`src/rtl/cnn_layer_accel_weight_seq_addr_gen.sv`:
```
// rtl/cnn_layer_accel_weight_seq_addr_gen.sv - weight sequence table read sequencer
// Multi-pass repeat and the cfg_num_passes port exist only with WHT_SEQ_ADDR_GEN_REPEAT_EN.
`ifndef NUM_WHT_SEQ_VALUES
`define NUM_WHT_SEQ_VALUES 8
`endif

module cnn_layer_accel_weight_seq_addr_gen #(
   parameter int C_RDADDR_WIDTH = $clog2(`NUM_WHT_SEQ_VALUES),
   parameter int C_LEN_WIDTH    = C_RDADDR_WIDTH + 1,
   parameter int C_PASS_WIDTH   = 16
) (
   input  logic                      clk,
   input  logic                      rst,
   input  logic                      start,
   input  logic                      abort,
   input  logic                      stall,
   input  logic [C_LEN_WIDTH-1:0]    cfg_seq_len,
`ifdef WHT_SEQ_ADDR_GEN_REPEAT_EN
   input  logic [C_PASS_WIDTH-1:0]   cfg_num_passes,
`endif
   output logic [C_RDADDR_WIDTH-1:0] rdAddr,
   output logic                      rden,
   output logic                      seq_valid,
   output logic                      seq_last,
   output logic                      busy,
   output logic                      done
);

   localparam logic [C_LEN_WIDTH-1:0] C_MAX_LEN = C_LEN_WIDTH'(`NUM_WHT_SEQ_VALUES);

   typedef enum logic [1:0] {IDLE, RUN, DRAIN} state_t;

   state_t                      state;
   logic [C_LEN_WIDTH-1:0]      start_len;
   logic [C_RDADDR_WIDTH-1:0]   start_len_m1;
   logic [C_RDADDR_WIDTH-1:0]   len_m1;
   logic [C_RDADDR_WIDTH-1:0]   idx;
   logic                        idx_end;
   logic                        pass_end;
   logic                        start_pass_end;
   // set while the read presented this cycle is the final entry of the final pass
   logic                        last_rd;

   assign start_len    = (cfg_seq_len > C_MAX_LEN) ? C_MAX_LEN : cfg_seq_len;
   assign start_len_m1 = C_RDADDR_WIDTH'(start_len - 1'b1);
   assign idx_end      = (idx == len_m1);

`ifdef WHT_SEQ_ADDR_GEN_REPEAT_EN
   logic [C_PASS_WIDTH-1:0] pass;
   logic [C_PASS_WIDTH-1:0] pass_last;
   logic [C_PASS_WIDTH-1:0] start_pass_last;

   assign start_pass_last = (cfg_num_passes == '0) ? '0 : cfg_num_passes - 1'b1;
   assign start_pass_end  = (start_pass_last == '0);
   assign pass_end        = (pass == pass_last);
`else
   assign start_pass_end  = 1'b1;
   assign pass_end        = 1'b1;
`endif

   always_ff @(posedge clk) begin
      if (rst) begin
         state     <= IDLE;
         idx       <= '0;
         len_m1    <= '0;
         last_rd   <= 1'b0;
         rdAddr    <= '0;
         rden      <= 1'b0;
         seq_valid <= 1'b0;
         seq_last  <= 1'b0;
         busy      <= 1'b0;
         done      <= 1'b0;
`ifdef WHT_SEQ_ADDR_GEN_REPEAT_EN
         pass      <= '0;
         pass_last <= '0;
`endif
      end else begin
         seq_valid <= rden;
         seq_last  <= rden & last_rd;
         done      <= 1'b0;
         if (abort) begin
            state   <= IDLE;
            rden    <= 1'b0;
            busy    <= 1'b0;
            last_rd <= 1'b0;
            idx     <= '0;
`ifdef WHT_SEQ_ADDR_GEN_REPEAT_EN
            pass    <= '0;
`endif
         end else begin
            case (state)
               IDLE: begin
                  if (start) begin
                     busy <= 1'b1;
`ifdef WHT_SEQ_ADDR_GEN_REPEAT_EN
                     pass_last <= start_pass_last;
                     pass      <= (start_len_m1 == '0 && !start_pass_end) ? C_PASS_WIDTH'(1) : '0;
`endif
                     if (start_len == '0) begin
                        state <= DRAIN;
                        done  <= 1'b1;
                     end else begin
                        // entry 0 is issued on the accepting edge so it appears the next cycle
                        state   <= RUN;
                        rden    <= 1'b1;
                        rdAddr  <= '0;
                        len_m1  <= start_len_m1;
                        last_rd <= (start_len_m1 == '0) && start_pass_end;
                        idx     <= (start_len_m1 == '0) ? '0 : C_RDADDR_WIDTH'(1);
                     end
                  end
               end
               RUN: begin
                  if (last_rd) begin
                     state   <= DRAIN;
                     rden    <= 1'b0;
                     last_rd <= 1'b0;
                     done    <= 1'b1;
                  end else if (stall) begin
                     rden   <= 1'b0;
                     rdAddr <= idx;
                  end else begin
                     rden    <= 1'b1;
                     rdAddr  <= idx;
                     last_rd <= idx_end && pass_end;
                     idx     <= idx_end ? '0 : idx + 1'b1;
`ifdef WHT_SEQ_ADDR_GEN_REPEAT_EN
                     if (idx_end && !pass_end) pass <= pass + 1'b1;
`endif
                  end
               end
               DRAIN: begin
                  state <= IDLE;
                  busy  <= 1'b0;
               end
               default: state <= IDLE;
            endcase
         end
      end
   end

endmodule
```
`config.mk`:
```
export PLATFORM = sky130hd
export DESIGN_NAME = cnn_layer_accel_weight_seq_addr_gen
export DESIGN_NICKNAME = d
export VERILOG_FILES = /design/src/rtl/cnn_layer_accel_weight_seq_addr_gen.sv
export SDC_FILE = /design/constraint.sdc
export NUM_CORES = 1
export LEC_CHECK = 0
export ABC_AREA = 1
export BUFFER_PORTS_ARGS = -buffer_cell sky130_fd_sc_hd__buf_4
export CAP_MARGIN = 25
export CORE_MARGIN = 4
export CORE_UTILIZATION = 52
export CTS_CLUSTER_SIZE = 16
export DETAILED_ROUTE_END_ITERATION = 12
export PLACE_DENSITY = 0.76
export SETUP_SLACK_MARGIN = 0.2
export SLEW_MARGIN = 20
export SYNTH_ARGS = -nofsm -noshare
export SYNTH_HDL_FRONTEND = slang
export SYNTH_SLANG_ARGS = --single-unit
```
`constraint.sdc`:
```
create_clock -name clk -period 1.66 [get_ports clk]
set_clock_uncertainty 0.15 [all_clocks]
set_input_delay 0.249 -clock clk [delete_from_list [all_inputs] [get_ports clk]]
set_output_delay 0.249 -clock clk [all_outputs]
set_load 0.01 [all_outputs]
```
Word level (Yosys, flattened, before mapping)
Index checks and enable logic that the tools add are counted.

storage, ports and cells
  register bits = 17
  input bits = 9
  output and inout bits = 8
  logic and storage cells = 68

operators by class
  add/sub/neg operators = 2
  $lt $le $gt $ge = 1
  eq/ne operators = 8
  muxes and demuxes = 32
  bitwise operators = 3
  reductions and logical operators = 12

operators by type and width
  kind                   number
  $mux W3                8
  $mux W1                13
  $pmux W3 S2            2
  $ne A2 B2 Y1 const B   5
  $reduce_and A5 Y1      2
  $pmux W1 S2            4
  $mux W2                3
  $gt A4 B4 Y1 const B   1
  $logic_not A4 Y1       1
  $mux W4                1
  $pmux W2 S2            1
  $reduce_and A2 Y1      2
  $reduce_and A4 Y1      1
  $reduce_bool A2 Y1     2
  $add A3 B1 Y3 const B  1
  $eq A3 B3 Y1           1
  $logic_not A3 Y1       1
  $reduce_and A3 Y1      1
  $sub A3 B1 Y3 const B  1
  $eq A2 B1 Y1 const B   1
  $eq A2 B2 Y1 const B   1
  $logic_not A2 Y1       1
  $not A1 Y1             2
  $reduce_or A2 Y1       1
  $and A1 B1 Y1          1

Depth between registers and ports, before layout
Gate-level depths: netlist of the first run.

  depth in word-level cells = 8
  mapped depth = 11
  gate-level depth less buffers = 11

Worst setup path after synthesis of the first run
Ideal clock, no wire load.

  kind = input to register
  start point = input port cfg_seq_len[0]
  end point = register idx[2]
  setup time = 0.064 ns
  data arrival time = 1.309 ns
  data required time = 1.446 ns
  setup slack = 0.137 ns
  cell stages on the path = 10
  path buffers = 0
  path through = nor3_1 o21ai_0 ha_1 nand3_1 nand2_1 nor2_2 nand2_1 nand2_1 nand2_1 nor2_1

on the way
  longest elaborated chain between the ends = 5

ends and longest elaborated chain
  element                                 line  text
  start, declared                         17    input logic [C_LEN_WIDTH-1:0] cfg_seq_len,
  $gt A4 B4 Y1                            44    assign start_len = (cfg_seq_len > C_MAX_LEN) ? C_MAX_LEN : cfg_seq_len;
  $mux W4 (*)                             44
  $logic_not A4 Y1 (*)                    99    if (start_len == '0) begin
  $ne A2 B2 Y1 (no source line) (*)       -
  $reduce_and A5 Y1 (no source line) (*)  -
  end signal, assigned                    109   idx <= (start_len_m1 == '0) ? '0 : C_RDADDR_WIDTH'(1);
  end signal, assigned                    126   idx <= idx_end ? '0 : idx + 1'b1;
  end, declared                           37    logic [C_RDADDR_WIDTH-1:0] idx;

Mark *: on every way between the ends. The rest lies on a longest branch, timed or not.
A chain may end at the register's enable or synchronous reset.

Final worst setup path of the first run
  start point = register state[1]
  end point = register idx[0]

on the way
  longest elaborated chain between the ends = 3
  elaborated cells between the ends (all ways) = 9
  those cells by class = 5 x eq/ne; 1 x mux; 3 x reduce/logical

ends and longest elaborated chain
  element                                                                     line  text
  start, declared                                                             33    state_t state;
  start signal, assigned                                                      63    state <= IDLE;
  start signal, assigned                                                      82    state <= IDLE;
  start signal, assigned                                                      100   state <= DRAIN;
  $eq A2 B1 Y1 / $logic_not A2 Y1 (equally long branches)                     91    case (state)
  $ne A2 B2 Y1 (no source line) / $reduce_bool A2 Y1 (equally long branches)  -
  $reduce_and A5 Y1 (no source line)                                          -

Parallel ways exist; a longest one is shown, timed or not.

==> summary.md, run 1 <==
| Metric | Value |
|---|---|
| Setup Fix Bufs, Post-CTS | 0 |
| Post-synth top cells | nand2_1 (27), dfxtp_1 (17), inv_1 (17) |
| Status | finished, final reports clean |
| Yosys warning count | 0 |
| Antenna violations before repair | 0 |
| CP endpoint kind | flop |
| Chip height | 48.1 um |
| Register area share after synthesis | 40.7% |
| Worst slew margin | 78.9% |
| DRC Markers | 0 |
| Critical Path Fanout Max | 5 |
| Worst setup SP type | flop |
| Placeable Area | 1510 um^2 |
| Hpwl dp | 1.42 mm |
| Internal | 0.581 mW |
| Area share of the largest cell type after synthesis | 40.7% |
| Count leader, synth | nand2_1 |
| Setup CP Type | reg2reg |
| Synth Area per Inst | 6.98 um^2 |
| Std-Cell Rows | 14 |
| Mapped cell area | around 840 um^2 |
| Antenna cells | 0 |
| IO Count | 17 |
| Area leader, netlist | dfxtp_1 |
| GRT overflow | 0 |
| Number of synthesized flops with an enable pin | 0 |
| WP data required | 1.72 ns |
| Via density | 5.06 |
| Setup slack after layout | 0.281 ns |
| Critical Path Max Stage Delay | 0.35 ns |
| Placer Congestion | 0.887 |
| RSZ-0062 raised after global routing | yes |
| Max cap viols | 0 |
| Slowest CP cell | dfxtp_2 |
| Clock power share | 27.8% |
| Hold Path Class | in2reg |
| Switch share | 28.5% |
| Maximum vdd drop | 0.000540 V |
| Flop pwr share | 53.6% |
| DR pass1 iterations | 5 |
| Post-synth cell types | 19 |
| CP startpoint | state[1] |
| IO buf count | 16 |
| Syn Nets | 132 |
| Fin area | 1040 um^2 |
| Clock buffer depth | 2 |
| P_leak | 0.481 nW |
| Final hold violations | 0 |
| Final Core Density | 69.0% |
| Filler cells | 144 |
| DIE WIDTH | 48.1 um |
| GRT Util Overall | approximately 18% |
| Largest net degree at the start of global routing | 10 |
| Clk sink count | 17 |
| First-pass GRT wire length | between 2 and 3 mm |
| Placed inst area | 1000 um^2 |
| Post-layout nets | 154 |
| Die Area | about 2300 um^2 |
| Vias | 795 |
| Min Tclk post-route | ~1.4 ns |
| PD cells | slightly below 800 nW/um^2 |
| Pre-CTS WS | -0.0285 ns |
| Ranking of synthesized cells by area | dfxtp_1 (41%), nand2_1 (12%), a21oi_1 (8.4%) |
| Slew of the pin with the lowest slew margin | 0.314 ns |
| Peak Freq | 725 MHz |
| Clock buffer count from CTS | 3 |
| Period Utilization, post-route | 83.1% |
| Sw power | 0.231 mW |
| Layout cells sized above 1 | 25.5% |
| Root buf cell | clkbuf_4 |
| Data arrival time of the critical path | 1.43 ns |
| Logic pwr share | between 10% and 20% |
| Clock slew seen by the registers of the worst setup and hold paths | ~0.1 ns |
| CTS tree | done |
| Worst R2R Start | state[1] |
| Yosys reg bits | 17 |
| DR WL/cell | 11.1 um |
| Antenna-violating nets left | 0 |
| Initial DRC count | 15 |
| Critical path, cell by cell | inv_2 > nand2_2 > nor2_1 > nand3b_1 > a21oi_1 > nand2_1 > inv_1 |
| Async SR Flop Fraction | 0% |
| Clk_lat worst skew | approximately 0.29 ns |
| Starting Density | 55.6% |
| Main synth FF type | dfxtp_1 |
| Synth Instances | 120 |
| Final setup viols | 0 |
| Hold_sp | rst |
| Fin. max-slew vios | 0 |
| Vias in the first global route | 699 |
| Area delta synth->final | 24.2% |
| Final wirelength | between 1.5 and 2 mm |
| H-tree Lvls | 1 |
cell type report:
| cell class | instances | area (um^2) | area share [%] |
|---|---|---|---|
| multi-input combinational | 82 | 438 | 42.1 |
| sequential | 17 | 343 | 33.0 |
| timing repair buffer | 18 | 135 | 13.0 |
| inverter | 20 | 77.6 | 7.46 |
| clock buffer | 4 | 26.3 | 2.53 |
| tap | 16 | 20.0 | 1.93 |
kinds of logic after synthesis:
group           synth area share [%]
buf+inv                         9.72
flops                           40.7
compound gates                  13.0
fa+ha+maj                       4.48
xor+xnor                        1.05
simple gates                    31.1
placed cells by master (no fill, tap or decap), drive strengths merged, types with 3 or more instances in the layout:
master and n:
nand2 29, inv 20, buf 18, dfxtp 17
a21oi 14, nor2 11, nand3 10, o21ai 7
clkbuf 4, nor3 3, ha 3
state kept, by name (all words and copies together) (netlist names):
name and flops:
idx 3, len_m1 3, rdAddr 3, state 2, busy 1, done 1
last_rd 1, rden 1, seq_last 1, seq_valid 1
worst max-delay path: cells and delay by family, from the launching register on:
kind                   cells  cell delay, ns
buffers and inverters      2            0.10
AND/OR/NAND/NOR            4            0.61
flip-flops                 1            0.35
AO/OA/AOI/OAI              1            0.09
path summary, 6_finish.rpt:
path | end | slack (ns) | depth (start not counted)
max | idx[0] | 0.28 | 7
min | seq_valid | 0.01 | 2
max reg2reg | idx[0] | 0.28 | 7
min reg2reg | rdAddr[2] | 0.32 | 2
routing by layer:
| layer | vias to the layer above | global-route usage, % | wire, um |
|---|---|---|---|
| met5 | - | 0 | 0 |
| met4 | 0 | 9.68 | 35 |
| met3 | 5 | 4.43 | 80 |
| met2 | 21 | 28.0 | 811 |
| met1 | 340 | 23.3 | 818 |
| li1 | 429 | - | - |
repair_timing:
item | CTS | global route
resized for setup | 0 | 4
hold buffers | 0 | 0
endpoints found under the setup margin | 0 | 10
stage by stage:
stage / total power [mW] / instances / hold slack (ns) / TNS, ns
after CTS: 0.817 / 157 / 0.00997 / 0
after global routing: 0.861 / 157 / 0.0186 / 0
after detailed placement: 0.593 / 153 / 0.307 / -0.0371
final: 0.812 / 157 / 0.0104 / 0
after floorplan: 0.541 / 120 / 0.273 / 0
after global placement: 0.589 / 153 / 0.302 / 0
power groups by stage:
stage / Sequential [mW] / Clock, mW / Combinational (mW)
2_1_floorplan: 0.445 / 0 / 0.0960
3_3_place_gp: 0.444 / 0 / 0.145
3_5_place_dp: 0.445 / 0 / 0.148
4_1_cts: 0.435 / 0.232 / 0.150
5_1_grt: 0.438 / 0.253 / 0.170
6_report: 0.435 / 0.226 / 0.151
Note: power is estimated with default switching activity, not from simulation.
==> run 2, diff against run 1 <==
--- a/config.mk
+++ b/config.mk
@@ -9,10 +9,10 @@
 export BUFFER_PORTS_ARGS = -buffer_cell sky130_fd_sc_hd__buf_4
 export CAP_MARGIN = 25
 export CORE_MARGIN = 4
-export CORE_UTILIZATION = 52
+export CORE_UTILIZATION = 47
 export CTS_CLUSTER_SIZE = 16
 export DETAILED_ROUTE_END_ITERATION = 12
-export PLACE_DENSITY = 0.76
+export PLACE_DENSITY = 0.73
 export SETUP_SLACK_MARGIN = 0.2
 export SLEW_MARGIN = 20
 export SYNTH_ARGS = -nofsm -noshare
==> constraint.sdc (replaced) <==
create_clock -name clk -period 1.2 [get_ports clk]
set_clock_uncertainty 0.15 [all_clocks]
set_input_delay 0.18 -clock clk [delete_from_list [all_inputs] [get_ports clk]]
set_output_delay 0.18 -clock clk [all_outputs]
set_load 0.01 [all_outputs]
==> run 2 against run 1 <==
The flow now finishes with violations (hold timing, setup timing). Power up 46%. Sequential share of layout area fell by 5.8 points. Register-to-register slack worse by 0.43 ns. Largest cell class unchanged. Highest routed layer unchanged.
==> summary.md, run 2 (same netlist as run 1, synthesis figures left out) <==
| Metric | Value |
|---|---|
| Area delta synth->final | 56.2% (was 24.2%) |
| Hold Path Class | in2reg (unchanged) |
| Final wirelength | 1.98 mm (was 1.75 mm) |
| Reg2reg end | rdAddr[1] (was idx[0]) |
| Clk sink count | 17 (unchanged) |
| Chip height | 50.2 um (was 48.1 um) |
| Via density | 4.78 (was 5.06) |
| Status | finished, violations left (was finished, final reports clean) |
| Most frequent cells in the layout | buf_4 (28), nand2_1 (25), inv_1 (17), a21oi_1 (9), dfxtp_2 (9) (was nand2_1 (25), buf_4 (18), inv_1 (17), dfxtp_1 (15), a21oi_1 (14)) |
| Clock slew seen by the registers of the worst setup and hold paths | 0.09 ns (was 0.10 ns) |
| Std-Cell Rows | 14 (unchanged) |
| Starting Density | 52.5% (was 55.6%) |
| FF+latch area | 355 um^2 (was 343 um^2) |
| CP startpoint | state[1] (unchanged) |
| Final Core Density | 82.0% (was 69.0%) |
| Max cap viols | 0 (unchanged) |
| Data arrival time of the critical path | 1.42 ns (was 1.43 ns) |
| Final setup viols | 11 (was 0) |
| Vias | 875 (was 795) |
| Commonest non-fill, non-tap cell in the layout | buf_4 (was nand2_1) |
| Worst setup endpoint | rdAddr[1] (was idx[0]) |
| Biggest regs | idx (3), len_m1 (3), rdAddr (3) (unchanged) |
| WP data required | 1.27 ns (was 1.72 ns) |
| First-pass GRT wire length | 3.66 mm (was 2.89 mm) |
| DR WL/cell | 10.8 um (was 11.1 um) |
| Routed wl met2 | 967 um (was 811 um) |
| Failing checks | hold timing, setup timing |
| DRC Markers | 0 (unchanged) |
| Worst R2R Start | state[1] (unchanged) |
| Fin. max-slew vios | 0 (unchanged) |
| Placer Congestion | 0.863 (was 0.887) |
| IO buf count | 16 (unchanged) |
| CP endpoint kind | flop (unchanged) |
| DIE WIDTH | 50.2 um (was 48.1 um) |
| PD cells | 909 nW/um^2 (was 781 nW/um^2) |
| Critical Path Fanout Max | 4 (was 5) |
| Hpwl dp | 1.54 mm (was 1.42 mm) |
| Post-layout nets | 172 (was 154) |
| Root buf cell | clkbuf_4 (unchanged) |
| Clock buffer depth | 2 (unchanged) |
| Die Area | 2520 um^2 (was 2320 um^2) |
| Metal1 wirelength | 908 um (was 818 um) |
| Largest net degree at the start of global routing | 10 (unchanged) |
| Clock buffer count from CTS | 3 (unchanged) |
| Initial DRC count | 14 (was 15) |
| Pre-CTS WS | -0.369 ns (was -0.0285 ns) |
| Fin Hold WS | -0.0326 ns (was 0.0104 ns) |
| Filler cells | 107 (was 144) |
| GRT overflow | 0 (unchanged) |
| Peak Freq | 741 MHz (was 725 MHz) |
| Placeable Area | 1590 um^2 (was 1510 um^2) |
| RSZ-0062 raised after global routing | yes (unchanged) |
| H-tree Lvls | 1 (unchanged) |
| Setup slack after layout | -0.150 ns (was 0.281 ns) |
| Antenna violations before repair | 0 (unchanged) |
| DR WL met3 | 75 um (was 80 um) |
| DR top layer | met4 (unchanged) |
| FF-to-FF setup slack | -0.15 ns (was 0.28 ns) |
| Period Utilization, post-route | 113% (was 83.1%) |
| Setup CP Type | reg2reg (unchanged) |
| Setup TNS | -1.10 ns (was 0 ns) |
| GRT Util Overall | 18.4% (was 18.2%) |
| DR pass1 iterations | 4 (was 5) |
| Antenna-violating nets left | 0 (unchanged) |
| Total power | 1.19 mW (was 0.812 mW) |
| IO Count | 17 (unchanged) |
| Reg2Reg Depth | 7 (unchanged) |
| Final hold violations | 6 (was 0) |
| Antenna cells | 0 (unchanged) |
| Worst slew margin | 84.5% (was 78.9%) |
| Vias in the first global route | 879 (was 699) |
| Maximum vdd drop | 0.000848 V (was 0.000540 V) |
| Layout cells sized above 1 | 46.5% (was 25.5%) |
| Slew of the pin with the lowest slew margin | 0.232 ns (was 0.314 ns) |
| Clk_lat worst skew | 0.29 ns (about the same) |
| Min Tclk post-route | 1.35 ns (was 1.38 ns) |
| Multi-input logic area | 515 um^2 (was 438 um^2) |
| Worst setup SP type | flop (unchanged) |
| CTS tree | done (unchanged) |
| P_leak | 0.594 nW (was 0.481 nW) |
## run 2: cell types whose count changed in the layout (fill, tap and decap cells not counted), moves of 3 or more
cell	change
buf_6	+8
buf_4	+10
dfxtp_1	-8
dfxtp_2	+7
a21oi_2	+5
a21oi_1	-5
o21ai_0	-3
## run 2: area by class of cell
cell class | count | area share [%]
Timing Repair Buffer | 36 | 23.0
Inverter | 20 | 6.12
Tap cell | 24 | 2.30
Sequential cell | 17 | 27.2
Multi-Input combinational cell | 82 | 39.4
Clock buffer | 4 | 2.01
## run 2: routing by layer
| layer | GRT usage (%) | vias to the layer above |
|---|---|---|
| li1 | - | 458 |
| met1 | 22.7 | 393 |
| met2 | 32.0 | 20 |
| met3 | 5.33 | 4 |
| met4 | 2.76 | 0 |
| met5 | 0 | - |
## run 2: worst min-delay path by stage
stage                     start        end  slack [ns]  depth (start not counted)
after floorplan           abort     idx[2]        0.20                          3
after global routing        rst  seq_valid       -0.04                          2
after detailed placement    rst  seq_valid        0.27                          2
after global placement      rst  seq_valid        0.27                          2
final                       rst  rdAddr[1]       -0.03                          2
after CTS                   rst  seq_valid       -0.05                          2
## run 2: what timing repair did
| action | 4_1_cts | 5_1_grt |
|---|---|---|
| setup endpoints to repair | 23 | 23 |
| setup buffers | 4 | 0 |
| endpoints found under the hold margin | 6 | 6 |
| pin swaps | 3 | 1 |
| resized for setup | 24 | 6 |
## run 2: power breakdown
group	leakage, nW	internal (mW)	switching, mW
Combinational	0.436	0.140	0.150
Clock	0.0150	0.129	0.165
Sequential	0.143	0.586	0.0187
## run 2: per-stage QoR
step                hold WS, ns  area (um^2)  cells
finish                  -0.0326         1310    183
global route            -0.0380         1310    183
CTS                     -0.0517         1280    183
detailed placement        0.267         1150    175
global placement          0.266         1150    175
floorplan                 0.204          888    120
## run 2: worst max-delay path, cell delays in order, from the launching register on
cell and delay (ns):
dfxtp_4 0.38, inv_4 0.08, nand2_8 0.07, o21ai_4 0.09, nand2_2 0.12, nor2_4 0.13, nand3_1 0.11, a21oi_2 0.14
